## src/rtl/hcms_frame_arbiter.sv

```systemverilog
// hcms_frame_arbiter: shares the HCMS29xx driver between two frame producers
// and one control-word producer. Control words win over frames; frames are
// granted round-robin. Each accepted transaction is registered and offered
// to the driver over a valid/ready handshake.
// Optional macro HCMS_ARB_HOLD_EN: adds a HOLD state that keeps the arbiter
// idle for HOLD_MIN cycles after every delivery.
module hcms_frame_arbiter #(
    parameter int N        = 2,
    parameter int UNIT_W   = 20,
    parameter int UNIT_H   = 8,
    parameter int HOLD_MIN = 16,
    localparam int FW      = N * UNIT_W * UNIT_H
) (
    input  logic          clk,
    input  logic          rst,
    input  logic          req0_valid,
    input  logic [FW-1:0] req0_data,
    output logic          req0_ready,
    input  logic          req1_valid,
    input  logic [FW-1:0] req1_data,
    output logic          req1_ready,
    input  logic          cmd_valid,
    input  logic [7:0]    cmd_data,
    output logic          cmd_ready,
    output logic          out_valid,
    output logic          out_is_cmd,
    output logic [FW-1:0] out_data,
    input  logic          out_ready,
    output logic [1:0]    grant,
    output logic [15:0]   frame_cnt
);

`ifdef HCMS_ARB_HOLD_EN
    localparam int HCW = (HOLD_MIN > 0) ? $clog2(HOLD_MIN + 1) : 1;

    typedef enum logic [1:0] {
        IDLE,
        OFFER,
        HOLD
    } state_t;

    logic [HCW-1:0] hold_q, hold_d;
`else
    typedef enum logic [1:0] {
        IDLE,
        OFFER
    } state_t;
`endif

    state_t        state_q, state_d;
    logic [FW-1:0] data_q, data_d;
    logic          is_cmd_q, is_cmd_d;
    logic [1:0]    grant_q, grant_d;
    // rr_q = 1 means req1 wins a tie, 0 means req0 wins a tie
    logic          rr_q, rr_d;
    logic [15:0]   cnt_q, cnt_d;

    // State and payload registers; reset discards any in-flight transaction
    always_ff @(posedge clk or posedge rst) begin
        if (rst) begin
            state_q  <= IDLE;
            data_q   <= '0;
            is_cmd_q <= 1'b0;
            grant_q  <= 2'b00;
            rr_q     <= 1'b0;
            cnt_q    <= '0;
`ifdef HCMS_ARB_HOLD_EN
            hold_q   <= '0;
`endif
        end else begin
            state_q  <= state_d;
            data_q   <= data_d;
            is_cmd_q <= is_cmd_d;
            grant_q  <= grant_d;
            rr_q     <= rr_d;
            cnt_q    <= cnt_d;
`ifdef HCMS_ARB_HOLD_EN
            hold_q   <= hold_d;
`endif
        end
    end

    // Arbitration, acceptance, handshake and next-state logic
    always_comb begin
        state_d    = state_q;
        data_d     = data_q;
        is_cmd_d   = is_cmd_q;
        grant_d    = grant_q;
        rr_d       = rr_q;
        cnt_d      = cnt_q;
        cmd_ready  = 1'b0;
        req0_ready = 1'b0;
        req1_ready = 1'b0;
`ifdef HCMS_ARB_HOLD_EN
        hold_d     = hold_q;
`endif
        case (state_q)
            IDLE: begin
                if (cmd_valid) begin
                    cmd_ready = 1'b1;
                    data_d    = {{(FW-8){1'b0}}, cmd_data};
                    is_cmd_d  = 1'b1;
                    state_d   = OFFER;
                end else if (req0_valid && (!req1_valid || !rr_q)) begin
                    req0_ready = 1'b1;
                    data_d     = req0_data;
                    is_cmd_d   = 1'b0;
                    grant_d    = 2'b01;
                    rr_d       = 1'b1;
                    state_d    = OFFER;
                end else if (req1_valid) begin
                    req1_ready = 1'b1;
                    data_d     = req1_data;
                    is_cmd_d   = 1'b0;
                    grant_d    = 2'b10;
                    rr_d       = 1'b0;
                    state_d    = OFFER;
                end
            end
            OFFER: begin
                if (out_ready) begin
                    if (!is_cmd_q) begin
                        cnt_d = cnt_q + 16'd1;
                    end
`ifdef HCMS_ARB_HOLD_EN
                    if (HOLD_MIN > 0) begin
                        state_d = HOLD;
                        hold_d  = '0;
                    end else begin
                        state_d = IDLE;
                    end
`else
                    state_d = IDLE;
`endif
                end
            end
`ifdef HCMS_ARB_HOLD_EN
            HOLD: begin
                hold_d = hold_q + 1'b1;
                if (int'(hold_q) == HOLD_MIN - 1) begin
                    state_d = IDLE;
                end
            end
`endif
            default: begin
                state_d = IDLE;
            end
        endcase
    end

    assign out_valid  = (state_q == OFFER);
    assign out_is_cmd = is_cmd_q;
    assign out_data   = data_q;
    assign grant      = grant_q;
    assign frame_cnt  = cnt_q;

endmodule

```

## config.mk

```make
export PLATFORM = sky130hd
export DESIGN_NAME = hcms_frame_arbiter
export DESIGN_NICKNAME = d
export VERILOG_FILES = /design/src/rtl/hcms_frame_arbiter.sv
export SDC_FILE = /design/constraint.sdc
export NUM_CORES = 1
export LEC_CHECK = 0
export BUFFER_PORTS_ARGS = -buffer_cell sky130_fd_sc_hd__clkbuf_2
export CAP_MARGIN = 20
export CORE_AREA = 2 2 383 385
export DETAILED_ROUTE_END_ITERATION = 10
export DIE_AREA = 0 0 385 387
export GPL_ROUTABILITY_DRIVEN = 0
export PLACE_DENSITY = 0.36
export SLEW_MARGIN = 15
export SYNTH_ARGS = -nofsm -noshare
export SYNTH_HDL_FRONTEND = slang
export SYNTH_SLANG_ARGS = --single-unit
```

## constraint.sdc

```tcl
create_clock -name clk -period 13.76 [get_ports clk]
set_clock_uncertainty 0.05 [all_clocks]
set_input_delay 1.376 -clock clk [delete_from_list [all_inputs] [get_ports clk]]
set_output_delay 1.376 -clock clk [all_outputs]
set_load 0.02 [all_outputs]
```

==> impl_metrics.toml, run 1 <==
[logic_synthesis]
ys_warn_count = 0
synthCells = 1471
synth_nets = 2126
ys_ff_latch = 340
ys_seq_area_share_pct = 53.6
synth_top_area_cell = "dfrtp_1"
syn_area_um2 = 15900
synthTopCellsByArea = "dfrtp_1, mux2i_1, o21ai_1, nand2_1, buf_12"
yosys.cell_types.count = 36
syn_area_per_cell_um2 = 10.8
synth_top_area_share_pct = 53.6

[cts]
clockBufferDepth = 3
postCtsHoldBufs = 0
post_cts_resized = 0
cts_tree = "built"
cts_sinks = 340
root_buffer = "clkbuf_16"
postCtsSetupBuffers = 0
clk_latency_ns = 0.59
clk_pin_slew_ns = 0.06
htreeDepth = 2
cts_inserted_buffers = 44

[power]
power_leakage_uw = 0.0123
p_per_area_nw_per_um2 = 193
ir_worst_vdd_uv = 70.4

[timing]
fin_crit_sh_pct = 31.9
rsz0062_at_grt = "false"
hold_violations = 0
setup_viol = 0
period_needed_ns = 4.39
tns_ns = 0
tightest_slew_ns = 1.12
slew_violations = 0
relSlewSlack_pct = 25.2
fmax_mhz = 228

[worst_setup_path]
worstPathArrival_ns = 4.79
critPathMaxFanout = 127
crit_required_ns = 14.16
cp_cell_sequence = "clkbuf_2 > a21boi_4 > buf_12 > buf_4 > buf_4 > mux2i_1 > o21ai_1"
startpoint_type = "primary input"
crit_path_frequent_cell = "buf_4"
crit_family = "buffers and inverters"
critical_path_buf_inv_count = 4
end_kind = "flip-flop"
path_class = "in -> reg"
slowest_delay_ns = 0.93
cp_slowest_cell = "buf_4"

[placed_design]
placed_cells_incl_taps = 4295
portBuffers = 996
hpwl_um = 67900

[final_layout]
seqCellArea_um2 = 8510
final.fill_count = 16400
layout.cells.non_filler = 4376
multi_input_area_um2 = 6460
area_growth_pct = 51.3
fin_nets = 3079
drive_gt1_share_pct = 44.5

[drt]
detail_route.vias_per_cell = 3.38
wl_per_cell_um = 19.5
drc = 0
dr.pass1.iters = 4
drt_iter0_markers = 540
ant_nets = 0
wl_um = 85300
vias = 14800

[min_path]
hold_class = "reg -> reg"

[floorplanning]
die_y_um = 387
coreArea_um2 = 145000
die-area_um2 = 149000
num_rows = 140
start_util_pct = 11.0
die_w_um = 385
pin_count = 997

[global_routing]
grt_max_degree = 128
grt_pass1_wl_um = 117000
grt_remaining_overflow = 0
globalRouteTotalUtil_pct = 11.0
antenna_found_initial = 34
grt_pass1_vias = 15200

[job]
max-cap-violations = 0

[outcome]
outcome = "finished clean"
through the flow:
stage / setup slack, ns / area (µm²) / total power [µW] / util, % / hold slack, ns
2_1_floorplan: 2.91 / 15900 / 2700 / - / 0.430
3_3_place_gp: 8.81 / 22500 / 3500 / 15.6 / 0.415
3_5_place_dp: 8.74 / 22500 / 3500 / 15.6 / 0.420
4_1_cts: 9.36 / 24000 / 4760 / 16.6 / 0.434
5_1_grt: 9.16 / 24000 / 4940 / 16.6 / 0.449
6_report: 9.37 / 24000 / 4650 / 16.6 / 0.425
placed cells by master (no fill, tap or decap), types with 12 or more instances in the layout:
cell and count:
buf_4 19, clkbuf_8 12, o21ai_0 35, mux2i_1 320, nand2_1 318, dfrtp_1 340
o21ai_1 287, clkbuf_16 44, clkbuf_2 996
layout make-up:
cell class	instances	share of cell area, %
Inverter	3	0.0781
Tap cell	1917	9.99
Clock buffer	64	5.40
Sequential cell	340	35.4
Clock inverter	15	0.750
Timing Repair Buffer	1016	21.4
Antenna cell	2	0.0208
Multi-Input combinational cell	1019	26.9
cells in the mapped netlist:
master / instances
o21ai_2: 1
buf_6: 1
or3_1: 1
nand3b_1: 1
clkbuf_1: 53
dfrtp_1: 340
o21ai_0: 35
nor3_1: 2
a21o_1: 1
xor2_1: 6
a21oi_1: 1
and3_1: 3
clkbuf_2: 1
nor2_1: 8
buf_12: 23
nand4_1: 3
and4b_1: 1
o31ai_4: 1
mux2_2: 1
buf_4: 6
o21ai_1: 287
ha_1: 1
buf_8: 7
a22oi_1: 8
and4_1: 1
a21boi_1: 1
mux2i_1: 320
and2_1: 1
nand4b_1: 1
nor2b_1: 1
nand2_1: 318
inv_1: 3
xnor2_1: 9
buf_1: 2
nand3_1: 6
buf_2: 16
worst paths after layout:
kind	start	endpoint	slack, ns	depth (start not counted)
worst max-delay path	req0_valid	out_data[309]	9.37	7
worst min-delay path	frame_cnt[15]	frame_cnt[15]	0.42	1
worst max register to register	grant[0]	out_data[309]	9.92	6
worst min register to register	frame_cnt[15]	frame_cnt[15]	0.42	1
max in group asynchronous	rst	out_data[242]	10.54	4
min in group asynchronous	rst	out_data[125]	0.83	2
cell families after synthesis:
family | count (synthesis) | synth area share (%)
flip-flops | 340 | 53.6
buffers and inverters | 112 | 5.83
AO/OA/AOI/OAI | 335 | 10.9
AND/OR/NAND/NOR | 347 | 8.54
adder cells (fa/ha/maj) | 1 | 0.0788
XOR/XNOR | 15 | 0.828
multiplexers | 321 | 20.3
flip-flops by register name (all words and copies together) (netlist names):
name        cells
state_q         1
grant           2
frame_cnt      16
out_data      320
out_is_cmd      1
power by group:
group          total, µW  internal, µW  switching, µW
Clock               1210           711            502
Combinational       1840           584           1250
Sequential          1600          1360            233
Total               4650          2660           1990
routing by layer:
metal,wire [µm],GRT usage [%],part of all wire (%),vias up
li1,-,-,-,6990
met1,34100,13.0,40,7097
met2,42000,19.1,49,577
met3,7530,3.56,8.8,117
met4,1620,2.27,1.9,10
met5,65,0,0.076,-
(Power assumes the default switching activity.)
==> inputs of run 2 (changes only) <==
--- a/config.mk
+++ b/config.mk
@@ -7,9 +7,9 @@
 export LEC_CHECK = 0
 export BUFFER_PORTS_ARGS = -buffer_cell sky130_fd_sc_hd__clkbuf_2
 export CAP_MARGIN = 20
-export CORE_AREA = 2 2 383 385
+export CORE_AREA = 2 2 390 392
 export DETAILED_ROUTE_END_ITERATION = 10
-export DIE_AREA = 0 0 385 387
+export DIE_AREA = 0 0 392 394
 export GPL_ROUTABILITY_DRIVEN = 0
 export PLACE_DENSITY = 0.36
 export SLEW_MARGIN = 15
==> constraint.sdc (replaced) <==
create_clock -name clk -period 3.75 [get_ports clk]
set_clock_uncertainty 0.05 [all_clocks]
set_input_delay 0.375 -clock clk [delete_from_list [all_inputs] [get_ports clk]]
set_output_delay 0.375 -clock clk [all_outputs]
set_load 0.02 [all_outputs]
==> impl_metrics.toml, run 2 (synthesis results as in run 1) <==
[final_layout]
drive_gt1_share_pct = 37.7
area_growth_pct = 87.6
layout_commonest_cell = "clkbuf_2"
seqCellArea_um2 = 8510
fin_util_pct = 19.8
fin_nets = 3630
final.fill_count = 17000
multi_input_area_um2 = 6460
final_cell_mix = "clkbuf_2, dlygate4sd3_1, dfrtp_1"
largest_reg_flops = 320

[cts]
cts_inserted_buffers = 45
clockBufferDepth = 3
root_buffer = "clkbuf_16"
clk_pin_slew_ns = 0.06
htreeDepth = 2
clk_latency_ns = 0.60
cts_sinks = 340
cts_tree = "built"

[floorplanning]
coreArea_um2 = 151000
pin_count = 997
start_util_pct = 10.5
num_rows = 143
die_w_um = 392
die_y_um = 394
die-area_um2 = 154000

[job]
max-cap-violations = 0

[global_routing]
grt_remaining_overflow = 0
grt_max_degree = 115
grt_pass1_wl_um = 129000
globalRouteTotalUtil_pct = 11.4
grt_pass1_vias = 18000
antenna_found_initial = 31

[worst_setup_path]
critical_path_buf_inv_count = 5
startpoint_type = "primary input"
cp_slowest_cell = "dlygate4sd3_1"
end_kind = "flip-flop"
crit_family = "buffers and inverters"
slowest_delay_ns = 0.57
cp_cell_sequence = "dlygate4sd3_1 > clkbuf_2 > a21boi_4 > buf_12 > buf_12 > mux2i_1 > dlygate4sd3_1 > o21ai_1"
r2r_setup_slack_ns = 0.90
path_class = "in -> reg"
critPathMaxFanout = 63
worstPathArrival_ns = 3.38
crit_required_ns = 4.18

[drt]
detail_route.vias_per_cell = 3.42
drc = 0
wl_um = 91800
wl_per_cell_um = 18.2
drt_iter0_markers = 765
vias = 17200
dr.pass1.iters = 5
ant_nets = 0

[timing]
fmax_mhz = 338
slew_violations = 0
setup_viol = 0
period_needed_ns = 2.95
postLayoutSetupSlackWorst_ns = 0.795
fin_crit_sh_pct = 78.8
hold_violations = 0
tightest_slew_ns = 0.830
rsz0062_at_grt = "false"
holdWs_ns = 0.0498
relSlewSlack_pct = 44.6

[min_path]
hold_class = "in -> reg"

[power]
p_per_area_nw_per_um2 = 608
ir_worst_vdd_uv = 260
power_leakage_uw = 0.0147

[placed_design]
portBuffers = 996
place_ws_ns = 1.29
hpwl_um = 71900

[outcome]
outcome = "finished clean"
[run 2: repair_timing]
action,CTS,global route
resized for setup,0,0
endpoints found under the hold margin,302,0
hold buffers,511,0
buffers inserted,0,0
[run 2: through the flow]
step	instance area (µm²)	TNS (ns)	total power, µW	cells
floorplan	15900	-415.32	9900	1471
global placement	23100	0	13000	4447
detailed placement	23100	0	13000	4447
CTS	29800	0	18400	5040
global route	29800	0	19200	5042
finish	29800	0	18100	5043
[run 2: worst min-delay path, cell delays in order]
cell and delay, ns:
clkbuf_2 0.08, mux2i_1 0.08, o21ai_1 0.12
[run 2: layer usage]
layer | share of wire [%] | vias to the layer above | global-route usage [%] | routed length [µm]
li1 | - | 8078 | - | -
met1 | 41 | 8369 | 13.8 | 37600
met2 | 48 | 638 | 19.3 | 44100
met3 | 7.3 | 147 | 3.01 | 6740
met4 | 3.6 | 8 | 4.20 | 3320
met5 | 0.056 | - | 0 | 51
[run 2: worst paths after layout]
check                               startpoint             to  cells after the start
worst max register to register        grant[0]  out_data[311]                      6
worst min-delay path            req0_data[239]  out_data[239]                      3
max in group asynchronous                  rst  out_data[108]                      4
worst max-delay path                req0_valid  out_data[311]                      8
min in group asynchronous                  rst  frame_cnt[12]                      3
worst min register to register    out_data[91]   out_data[91]                      2
[run 2: final cells by class]
type / count / area share [%]
Tap cell: 2030 / 8.53
Antenna cell: 3 / 0.0252
Sequential cell: 340 / 28.6
Inverter: 3 / 0.0504
Clock inverter: 12 / 0.404
Multi-Input combinational cell: 1019 / 21.7
Timing Repair Buffer: 1566 / 36.0
Clock buffer: 70 / 4.68
[run 2: report_power, final]
group / leakage (µW) / switching [µW] / internal (µW) / total, µW
Combinational: 0.00945 / 4830 / 2920 / 7740
Sequential: 0.00446 / 876 / 5000 / 5870
Clock: 0.000744 / 1850 / 2620 / 4470
==> inputs of run 3 (changes only) <==
--- a/config.mk
+++ b/config.mk
@@ -7,9 +7,9 @@
 export LEC_CHECK = 0
 export BUFFER_PORTS_ARGS = -buffer_cell sky130_fd_sc_hd__clkbuf_2
 export CAP_MARGIN = 20
-export CORE_AREA = 2 2 390 392
+export CORE_AREA = 2 2 383 385
 export DETAILED_ROUTE_END_ITERATION = 10
-export DIE_AREA = 0 0 392 394
+export DIE_AREA = 0 0 385 387
 export GPL_ROUTABILITY_DRIVEN = 0
 export PLACE_DENSITY = 0.36
 export SLEW_MARGIN = 15
==> constraint.sdc (replaced) <==
create_clock -name clk -period 2.9 [get_ports clk]
set_clock_uncertainty 0.05 [all_clocks]
set_input_delay 0.29 -clock clk [delete_from_list [all_inputs] [get_ports clk]]
set_output_delay 0.29 -clock clk [all_outputs]
set_load 0.02 [all_outputs]
==> impl_metrics.toml, run 3 (synthesis results as in run 1) <==
[drt]
vias = 17700
wl_um = 95400
ant_nets = 0
detail_route.vias_per_cell = 3.48
dr.pass1.iters = 4
drc = 0
wl_per_cell_um = 18.8
drt_iter0_markers = 646

[worst_setup_path]
path_class = "in -> reg"
end_kind = "flip-flop"
slowest_delay_ns = 0.57
critPathMaxFanout = 18
r2r_end = "out_data[4]"
cp_cell_sequence = "dlygate4sd3_1 > clkbuf_2 > a21boi_4 > buf_12 > buf_4 > mux2i_1 > dlygate4sd3_1 > o21ai_1 > dlygate4sd3_1"
startpoint_type = "primary input"
critical_path_buf_inv_count = 6
r2r_setup_slack_ns = 0.22
crit_family = "buffers and inverters"
crit_path_frequent_cell = "dlygate4sd3_1"
crit_required_ns = 3.32
reg2reg_depth = 7
worstPathArrival_ns = 3.14
cp_slowest_cell = "dlygate4sd3_1"
reg2reg_from = "grant[0]"

[timing]
relSlewSlack_pct = 52.8
hold_violations = 0
fin_crit_sh_pct = 93.8
rsz0062_at_grt = "false"
slew_violations = 0
tightest_slew_ns = 0.707
holdWs_ns = 0.0303
postLayoutSetupSlackWorst_ns = 0.179
period_needed_ns = 2.72
setup_viol = 0
fmax_mhz = 367

[global_routing]
antenna_found_initial = 43
grt_pass1_vias = 18500
grt_pass1_wl_um = 133000
grt_max_degree = 93
globalRouteTotalUtil_pct = 12.3
grt_remaining_overflow = 0

[cts]
cts_tree = "built"
clockBufferDepth = 3
cts_inserted_buffers = 45
htreeDepth = 2
cts_sinks = 340
clk_pin_slew_ns = 0.06
root_buffer = "clkbuf_16"
clk_latency_ns = 0.59

[power]
ir_worst_vdd_uv = 346
power.internal_uw = 13900
power_leakage_uw = 0.0152
clock_power_share_pct = 23.4
p_per_area_nw_per_um2 = 768
combinationalPowerShare_pct = 44.4
netSwitchingPower_uw = 9910
p_sw_share_pct = 41.7
seqPwrFrac_pct = 32.1

[floorplanning]
die_y_um = 387
die-area_um2 = 149000
start_util_pct = 11.0
num_rows = 140
die_w_um = 385
pin_count = 997
coreArea_um2 = 145000

[final_layout]
largest_reg_flops = 320
final_cell_mix = "clkbuf_2, dlygate4sd3_1, dfrtp_1"
layout_commonest_cell = "clkbuf_2"
drive_gt1_share_pct = 36.3
fin_nets = 3770
final.fill_count = 16000
area_growth_pct = 95.4

[job]
max-cap-violations = 0

[min_path]
hold_class = "in -> reg"
min_from = "req1_data[68]"
hold_depth = 3
min_to = "out_data[68]"

[placed_design]
portBuffers = 996
hpwl_um = 75700
place_ws_ns = 0.631

[outcome]
outcome = "finished clean"
-- run 3: worst max-delay path by stage --
stage,end,startpoint,cells past startpoint,slack [ns]
2_1_floorplan,frame_cnt[0],rst,1,-1.99
3_3_place_gp,out_data[0],req0_valid,6,0.65
3_5_place_dp,out_data[0],req0_valid,6,0.63
4_1_cts,out_data[4],req1_valid,9,0.03
5_1_grt,out_data[4],grant[0],7,0.09
6_report,out_data[4],req0_valid,9,0.18
-- run 3: layout make-up --
type | instances | area (µm²) | share of cell area, %
multi-input combinational | 1019 | 6460 | 20.8
clock inverter | 12 | 125 | 0.404
sequential | 340 | 8510 | 27.4
tap | 1917 | 2400 | 7.74
antenna | 14 | 35.0 | 0.113
clock buffer | 67 | 1300 | 4.19
inverter | 3 | 15.0 | 0.0484
timing repair buffer | 1706 | 12200 | 39.2
-- run 3: power by group through the flow --
stage               clock network, µW  logic (µW)  registers [µW]
CTS                              5860       10800            7640
detailed placement                  0        9500            7690
finish                           5570       10600            7650
global route                     6030       11400            7860
global placement                    0        9490            7700
floorplan                           0        3230            9560
-- run 3: timing repair --
action | CTS | global route
gates resized for setup | 0 | 0
hold buffers | 635 | 0
hold endpoints to repair | 499 | 0
buffers inserted | 0 | 2
endpoints found under the setup margin | 0 | 1
-- run 3: metrics by stage --
stage	area [µm²]	TNS (ns)	total power, µW	utilization, %	instances
after floorplan	15900	-675.42	12800	-	1471
after global placement	23100	0	17200	16.0	4347
after detailed placement	23100	0	17200	16.0	4347
after CTS	30900	0	24300	21.3	5061
after global routing	31000	0	25300	21.4	5067
final	31000	0	23800	21.4	5078
-- run 3: worst min-delay path: cells and delay by family --
| kind | cells | cell delay [ns] |
|---|---|---|
| multiplexers | 1 | 0.09 |
| AO/OA/AOI/OAI | 1 | 0.10 |
| buffers and inverters | 1 | 0.14 |
-- run 3: per-layer routing --
metal	GRT usage [%]	up-vias	part of all wire, %
li1	-	8386	-
met1	14.9	8535	42
met2	21.1	608	48
met3	3.96	129	7.9
met4	2.76	12	2.2
met5	0	-	0.088
